$ cat src/rtl/verilog_multiplier.sv
`default_nettype none
// ============================================================================
//  Module      : verilog_multiplier
//  Description : Two-stage pipelined signed multiplier. Stage 1 registers the
//                operands; stage 2 registers the product formed by radix-4
//                Booth recoding, a carry-save 3:2 compressor tree and one
//                final carry-propagate adder.
//  Revision    : 1.0  initial release
// ============================================================================
module verilog_multiplier #(
  parameter int WIDTH = 32   // operand width, even and at least 4
) (
  input  logic                       clk,
  input  logic                       rst,   // asynchronous, active-low
  input  logic signed [WIDTH-1:0]    A,
  input  logic signed [WIDTH-1:0]    B,
  output logic signed [2*WIDTH-1:0]  P
);

  localparam int PW    = 2 * WIDTH;     // product width
  localparam int HALF  = WIDTH / 2;     // number of Booth partial products
  localparam int NROWS = HALF + 1;      // partial products plus correction row

  // Rows remaining after a given number of 3:2 reduction levels.
  function automatic int rows_at(input int lvl);
    int n;
    n = NROWS;
    for (int k = 0; k < lvl; k++) begin
      n = 2 * (n / 3) + (n % 3);
    end
    return n;
  endfunction

  // Number of 3:2 levels needed to bring the rows down to two.
  function automatic int num_levels();
    int n;
    int l;
    n = NROWS;
    l = 0;
    while (n > 2) begin
      n = 2 * (n / 3) + (n % 3);
      l++;
    end
    return l;
  endfunction

  // Starting index of a level inside the flat row store.
  function automatic int offset(input int lvl);
    int s;
    s = 0;
    for (int k = 0; k < lvl; k++) begin
      s = s + rows_at(k);
    end
    return s;
  endfunction

  localparam int LEVELS = num_levels();
  localparam int TOTAL  = offset(LEVELS) + 2;

  // Stage-1 operand registers
  logic [WIDTH-1:0] a_r;
  logic [WIDTH-1:0] b_r;

  // All reduction rows, level after level; the last two are the carry-save pair
  logic [PW-1:0]    tree [0:TOTAL-1];

  // Per partial product negate flags and the +1 correction row built from them
  logic [HALF-1:0]  neg;
  logic [PW-1:0]    corr;

  // Booth triplets look at b[2i+1], b[2i], b[2i-1] with an implicit zero below bit 0
  logic [WIDTH:0]   b_ext;
  logic [PW-1:0]    sum_full;

  assign b_ext = {b_r, 1'b0};

  // Stage 1: capture operands; reset clears them so X inputs during reset are harmless
  always_ff @(posedge clk or negedge rst) begin
    if (!rst) begin
      a_r <= '0;
      b_r <= '0;
    end else begin
      a_r <= A;
      b_r <= B;
    end
  end

  // --------------------------------------------------------------------------
  // Booth radix-4 partial products. Each row is the selected multiple of A
  // (0, A or 2A), sign-extended to the product width, inverted when the digit
  // is negative, then weighted by 4^i. The +1 that completes a two's-complement
  // negation is not added here; it is collected in the correction row.
  // --------------------------------------------------------------------------
  generate
    for (genvar i = 0; i < HALF; i++) begin : g_pp
      logic [2:0]       trip;
      logic             sel1;
      logic             sel2;
      logic [WIDTH:0]   mag;
      logic [PW-1:0]    ext;
      logic [PW-1:0]    inv;

      assign trip = b_ext[2*i+2 -: 3];
      // +/-A for digits 001, 010, 101, 110
      assign sel1 = trip[0] ^ trip[1];
      // +/-2A for digits 011 and 100
      assign sel2 = (trip == 3'b011) || (trip == 3'b100);
      // digit is negative unless it is the zero code 111
      assign neg[i] = trip[2] & ~(trip[1] & trip[0]);

      assign mag = sel1 ? {a_r[WIDTH-1], a_r} :
                   sel2 ? {a_r, 1'b0}         :
                          '0;
      assign ext = {{(WIDTH-1){mag[WIDTH]}}, mag};
      assign inv = neg[i] ? ~ext : ext;

      assign tree[i] = inv << (2 * i);
    end

    // Correction row: bit 2i carries the +1 for a negated partial product i
    for (genvar j = 0; j < PW; j++) begin : g_corr
      if ((j % 2 == 0) && (j / 2 < HALF)) begin : g_bit
        assign corr[j] = neg[j/2];
      end else begin : g_zero
        assign corr[j] = 1'b0;
      end
    end
  endgenerate

  assign tree[HALF] = corr;

  // --------------------------------------------------------------------------
  // Carry-save reduction. Each level groups its rows in threes and replaces
  // every group by a sum and a carry row; leftover rows pass straight through.
  // The carry leaving the top bit is dropped, which is exact modulo 2^PW.
  // --------------------------------------------------------------------------
  generate
    for (genvar l = 0; l < LEVELS; l++) begin : g_level
      localparam int N   = rows_at(l);
      localparam int G   = N / 3;
      localparam int IN  = offset(l);
      localparam int OUT = offset(l + 1);

      for (genvar g = 0; g < G; g++) begin : g_csa
        logic [PW-1:0] x;
        logic [PW-1:0] y;
        logic [PW-1:0] z;

        assign x = tree[IN + 3*g];
        assign y = tree[IN + 3*g + 1];
        assign z = tree[IN + 3*g + 2];

        assign tree[OUT + 2*g]     = x ^ y ^ z;
        assign tree[OUT + 2*g + 1] = {(x[PW-2:0] & y[PW-2:0]) |
                                      (x[PW-2:0] & z[PW-2:0]) |
                                      (y[PW-2:0] & z[PW-2:0]), 1'b0};
      end

      for (genvar r = 0; r < N % 3; r++) begin : g_pass
        assign tree[OUT + 2*G + r] = tree[IN + 3*G + r];
      end
    end
  endgenerate

  // Single carry-propagate adder merges the carry-save pair
  assign sum_full = tree[TOTAL-2] + tree[TOTAL-1];

  // Stage 2: register the product so P comes straight from a flop
  always_ff @(posedge clk or negedge rst) begin
    if (!rst) begin
      P <= '0;
    end else begin
      P <= sum_full;
    end
  end

endmodule
`default_nettype wire

$ cat config.mk
export PLATFORM = sky130hd
export DESIGN_NAME = verilog_multiplier
export DESIGN_NICKNAME = d
export VERILOG_FILES = /design/src/rtl/verilog_multiplier.sv
export SDC_FILE = /design/constraint.sdc
export NUM_CORES = 2
export LEC_CHECK = 0
export CORE_MARGIN = 4
export CORE_UTILIZATION = 55
export CTS_CLUSTER_DIAMETER = 80
export DETAILED_ROUTE_END_ITERATION = 10
export PLACE_DENSITY = 0.75
export SLEW_MARGIN = 15
export SYNTH_ARGS = -nofsm -noshare
export SYNTH_HDL_FRONTEND = slang
export SYNTH_SLANG_ARGS = --single-unit
$ cat constraint.sdc
create_clock -name clk -period 18.95 [get_ports clk]
set_input_delay 2.8425 -clock clk [delete_from_list [all_inputs] [get_ports clk]]
set_output_delay 2.8425 -clock clk [all_outputs]
set_load 0.05 [all_outputs]
=== Word level (Yosys, flattened, before mapping) ===
Cells that the tools add are included.

* Input bits: 66
* Output and inout bits: 64
* Register bits: 128
* Word-level logic and storage cells: 279

* Bitwise operators: 181
* Reduce and logical (&&, ||, !) cells: 15
* Mux-type cells: 48
* Equal/unequal tests: 31
* Add/subtract/negate cells: 1

{| class="wikitable"
|+ Operators by type and width
! operator !! count
|-
| 63-bit bitwise AND || 43
|-
| 63-bit bitwise OR || 30
|-
| 64-bit bitwise XOR || 29
|-
| 33-bit 2-to-1 mux || 32
|-
| 63-bit by 31-bit bitwise AND with 63-bit output || 2
|-
| 64-bit adder || 1
|-
| 64-bit 2-to-1 mux || 1
|-
| 64-bit inverter || 1
|-
| 64-bit by 31-bit bitwise XOR with 64-bit output || 1
|-
| 62-bit 2-to-1 mux || 1
|-
| 62-bit inverter || 1
|-
| 60-bit 2-to-1 mux || 1
|-
| 60-bit inverter || 1
|-
| 58-bit 2-to-1 mux || 1
|-
| 58-bit inverter || 1
|-
| 56-bit 2-to-1 mux || 1
|-
| 56-bit inverter || 1
|-
| 54-bit 2-to-1 mux || 1
|-
| 54-bit inverter || 1
|-
| 52-bit 2-to-1 mux || 1
|-
| 52-bit inverter || 1
|-
| 50-bit 2-to-1 mux || 1
|-
| 50-bit inverter || 1
|-
| 48-bit 2-to-1 mux || 1
|-
| other kinds (22) || 121
|}

=== Depth between registers and ports, before layout ===
* Depth after elaboration: 25
* Gate-level depth with buffers: 30

=== Worst setup path after synthesis ===
No wires, ideal clock.

* Path type: register to register
* Start point: reg b_r[1]
* End point: reg P[57]
* Path buffers: 5
* Path slack: 11719 ps
* Arrival time: 7151 ps
* Period minus slack after synthesis: 7231 ps
* Stages on the path, launching flop included: 29
* Cells stage by stage: dfrtp_1 -> clkbuf_1 -> inv_1 -> buf_1 -> ha_1 -> clkbuf_1 -> nor2_1 -> clkbuf_1 -> a22oi_1 -> xnor2_1 -> fa_1 -> inv_1 -> fa_1 -> fa_1 -> fa_1 -> fa_1 -> inv_1 -> fa_1 -> ha_1 -> buf_2 -> a21oi_1 -> o21ai_1 -> a211oi_1 -> a2bb2oi_1 -> a221o_1 -> a21oi_2 -> nor3_2 -> or4_1 -> o211ai_2

* Cells in the longest elaborated chain, start to end: 25

{| class="wikitable"
|+ Ends and longest elaborated chain
! item !! RTL line !! RTL
|-
| start, declared || 62 || <nowiki>logic [WIDTH-1:0] b_r;</nowiki>
|-
| start signal, assigned || 81 || <nowiki>b_r <= '0;</nowiki>
|-
| start signal, assigned || 84 || <nowiki>b_r <= B;</nowiki>
|-
| 3-bit by 2-bit equality test with 1-bit output / 3-bit equality test (equally long branches) || 107 || <nowiki>assign sel2 = (trip == 3'b011) || (trip == 3'b100);</nowiki>
|-
| 1-bit logical OR || 107 ||
|-
| 33-bit 2-to-1 mux || 112 || <nowiki>sel2 ? {a_r, 1'b0} :</nowiki>
|-
| 33-bit 2-to-1 mux || 111 || <nowiki>assign mag = sel1 ? {a_r[WIDTH-1], a_r} :</nowiki>
|-
| 62-bit inverter || 115 || <nowiki>assign inv = neg[i] ? ~ext : ext;</nowiki>
|-
| 62-bit 2-to-1 mux || 115 ||
|-
| 63-bit bitwise AND || 154 || <nowiki>assign tree[OUT + 2*g + 1] = {(x[PW-2:0] & y[PW-2:0]) |</nowiki>
|-
| 63-bit bitwise OR || 154 ||
|-
| (+10 left out) || -- ||
|-
| 63-bit bitwise AND || 154 ||
|-
| 63-bit bitwise OR || 154 ||
|-
| 63-bit bitwise OR || 155 || <nowiki>(x[PW-2:0] & z[PW-2:0]) |</nowiki>
|-
| 63-bit bitwise AND || 154 ||
|-
| 63-bit bitwise OR || 154 ||
|-
| 63-bit bitwise OR || 155 ||
|-
| 64-bit adder (*) || 166 || <nowiki>assign sum_full = tree[TOTAL-2] + tree[TOTAL-1];</nowiki>
|-
| named net sum_full[57] || 73 || <nowiki>logic [PW-1:0] sum_full;</nowiki>
|-
| end signal, assigned || 173 || <nowiki>P <= sum_full;</nowiki>
|-
| end, declared || 17 || <nowiki>output logic signed [2*WIDTH-1:0] P</nowiki>
|}

The timed path passes the listed nets; every way through them passes the cells marked *.

=== Worst setup path after layout ===
* Start point: reg b_r[1]
* End point: reg P[63]

The elaborated chain is that of the path after synthesis.

==> impl_results.md <==
* Worst-path cell chain: inv_1 -> ha_1 -> nor2_2 -> buf_4 -> a22oi_1 -> xnor2_1 -> fa_1 -> inv_1 -> fa_1 -> fa_1 -> fa_1 -> fa_1 -> fa_1 -> inv_1 -> ha_1 -> a21oi_1 -> o21ai_0 -> nor2_1 -> o311a_4 -> nor3_4 -> a21oi_2 -> nor3_2 -> a21oi_1 -> xnor2_1
* Cell row count at 86
* Async SR Flop Fraction at between 90% and 100%
* Period utilization at a little under half
* Worst-path fanout max at 36
* Setup TNS at 0 ns
* CTS H-tree depth at 4
* Rel. slew slack at between 20% and 30%
* Synthesized area per cell at between 9 and 10 um2
* Clock buffer count from CTS at 17
* Max incr delay on CP at around 0.95 ns
* Fin crit period at 8.99 ns
* Hold_sp: b_r[0]
* Share of post-route cells with drive strength above 1 at under 10%
* I/O pin count at 130
* Final nets at around 4000
* Hold Vio Cnt, Final at 0
* Yosys cell types at 65
* Placeable Area at around 56000 um2
* Post_cts resized at 0
* Port-buffer cells at 129
* Critical path's top delay family: adder cells
* Tightest Pin Transition at ~1.1 ns
* Antenna viol nets, final at 0
* Grt ovf at 0
* Worst skew pair latency at ~0.52 ns
* Syn Nets at 4104
* Cells after Synth at 3315
* Initial antenna violation count at 0
* Die area at around 60000 um2
* Setup repair bufs after CTS at 0
* FILL cells at approximately 4700
* Number of global-route vias before repair at around 26000
* DRT Wirelength at around 91000 um
* Number of enable flip-flop cells after synthesis at 0
* Crit-path most repeated cell: fa_1
* Initial drt markers at roughly 2700
* CTS tree: built
* Slew Limit Fails at 0
* Reg area at 3210 um2
* CP arrival at 9.38 ns
* R2r startpoint: b_r[1]
* Main synth FF type: dfrtp_1
* Sum of buffers and inverters on the critical path at 4
* Drt first pass iters at 6
* Worst Hold Depth at 4
* WL per Instance at 22.7 um
* Total Routing Usage GR at 30.9%
* DRC Markers at 0
* Sequential area share after synthesis at between 10% and 20%
* Instance count on the critical path at 24
* RR Endpoint: P[63]
* R2r setup slk at approximately 10 ns
* Skew final at around 0.024 ns
* Multi-input gate area at roughly 25000 um2
* Die X at about 250 um
* Vias per Instance at 6.20
* Largest net degree at the start of global routing at 73
* Max-Cap Viols at 0
* Die Y-Extent at approximately 250 um
* Slowest CP cell: dfrtp_2
* Post-synth top area cell: fa_1
* Seq cells post-synth at between 100 and 150
* Root buf cell: clkbuf_16
* CP Launch Type: register
* Synth area leaders: fa_1 34%, a22oi_1 11%, xor2_1 11%, dfrtp_1 10%, ha_1 7.9%
* Hold_buf cts at 0
* Initial Utilization at a little under three fifths
* Setup Viol. Count Final at 0
* Top cell type's share of synthesized area at between 30% and 40%
* Max Clk Rate at 111 MHz
* WS Path Type: reg -> reg
* Diode count at 0
* Via Count at 24900
* RePlAce Congestion at 0.964
* Reg2Reg Depth at 24
* CP Capture Type: register
* Clock sinks at between 100 and 150
* Worst EP required at 19.34 ns
* Reg clk slew, reported paths at 0.08 ns
* Post-DP HPWL at 67600 um
* Synth Cell Area at roughly 31000 um2
* First-pass GRT wire length at 147000 um
* Clock Tree Buf Depth at 2
* Status: complete, no violations
* Synth-to-layout area growth at 7.87%
* HP Class: reg -> reg
* RSZ-0062 raised after global routing: false
* Hold EP: P[0]
* YS warnings at 0
-- cell type report --
type / instances / area share, %
clock buffers: 17 / 1.27
flip-flops and latches: 128 / 9.54
multi-input cells: 2333 / 74.1
inverters: 571 / 6.38
repair buffers: 202 / 5.48
clock inverters: 15 / 0.488
well taps: 748 / 2.79
-- placed cells by master, fill, tap and decap left out, types with 86 or more instances in the layout --
cell type,count
inv_1,567
fa_1,527
a22oi_1,466
xor2_1,382
ha_1,194
xnor2_1,189
clkdlybuf4s50_1,128
dfrtp_1,126
nand2_1,102
o21ai_0,86
a21oi_1,86
-- cell usage after synthesis (8+ instances only) --
cell / instances
a21o_1: 29
a21oi_1: 86
a22oi_1: 466
a31oi_1: 11
buf_1: 12
buf_2: 8
clkbuf_1: 263
dfrtp_1: 128
fa_1: 527
ha_1: 196
inv_1: 567
mux2i_1: 17
nand2_1: 102
nand2b_1: 10
nand3_1: 15
nand4_1: 14
nor2_1: 84
nor3_1: 13
o21ai_0: 86
o21bai_1: 10
o31ai_1: 16
xnor2_1: 189
xor2_1: 382
-- layer usage --
metal | track usage, % | share of wire (%) | up-vias | routed length, um
met2 | 47.8 | 46 | 1663 | 41400
met4 | 13.6 | 4.7 | 0 | 4320
met3 | 8.61 | 11 | 279 | 10300
met5 | 0 | 0 | - | 0
met1 | 40.9 | 38 | 12300 | 35000
li1 | - | - | 10600 | -
-- worst max-delay path by stage --
stage                     endpoint  startpoint  slack, ns
after floorplan              P[57]      b_r[1]      11.72
after global placement       P[62]      b_r[1]       10.0
after detailed placement     P[62]      b_r[1]      10.04
after CTS                    P[62]      b_r[1]      10.01
after global routing         P[62]      b_r[1]       9.37
final                        P[63]      b_r[1]       9.96
-- tightest hold or removal path, stage by stage (launching register included) --
cell     delay [ns]
dfrtp_1        0.36
buf_4          0.25
nand2_1        0.11
ha_1           0.14
xnor2_1        0.09
-- per-stage QoR --
step           util, %  std cells  hold slack (ns)  setup slack [ns]  cell area (um2)
6_report          60.4       4014             1.03              9.96            33600
5_1_grt           60.4       4014             1.08              9.37            33600
4_1_cts           60.4       4014             1.02             10.01            33600
3_5_place_dp      59.3       3982             1.01             10.04            33000
3_3_place_gp      59.3       3982             1.00              10.0            33000
2_1_floorplan        -       3315            0.588             11.72            31100
-- sequential cells by signal, indices dropped and copies added, names as in the netlist --
register	flops
b_r	32
a_r	32
P	64
-- kinds of logic after synthesis --
family	after synthesis	synth area share, %
fa+ha+maj	723	41.7
simple gates	267	3.83
mux	17	0.546
buf+inv	854	10.3
compound gates	755	17.2
flops	128	10.3
xor+xnor	571	16.1
Power is not shown: default switching activity piles up to over one toggle a cycle in this logic, so the estimate is an artifact.
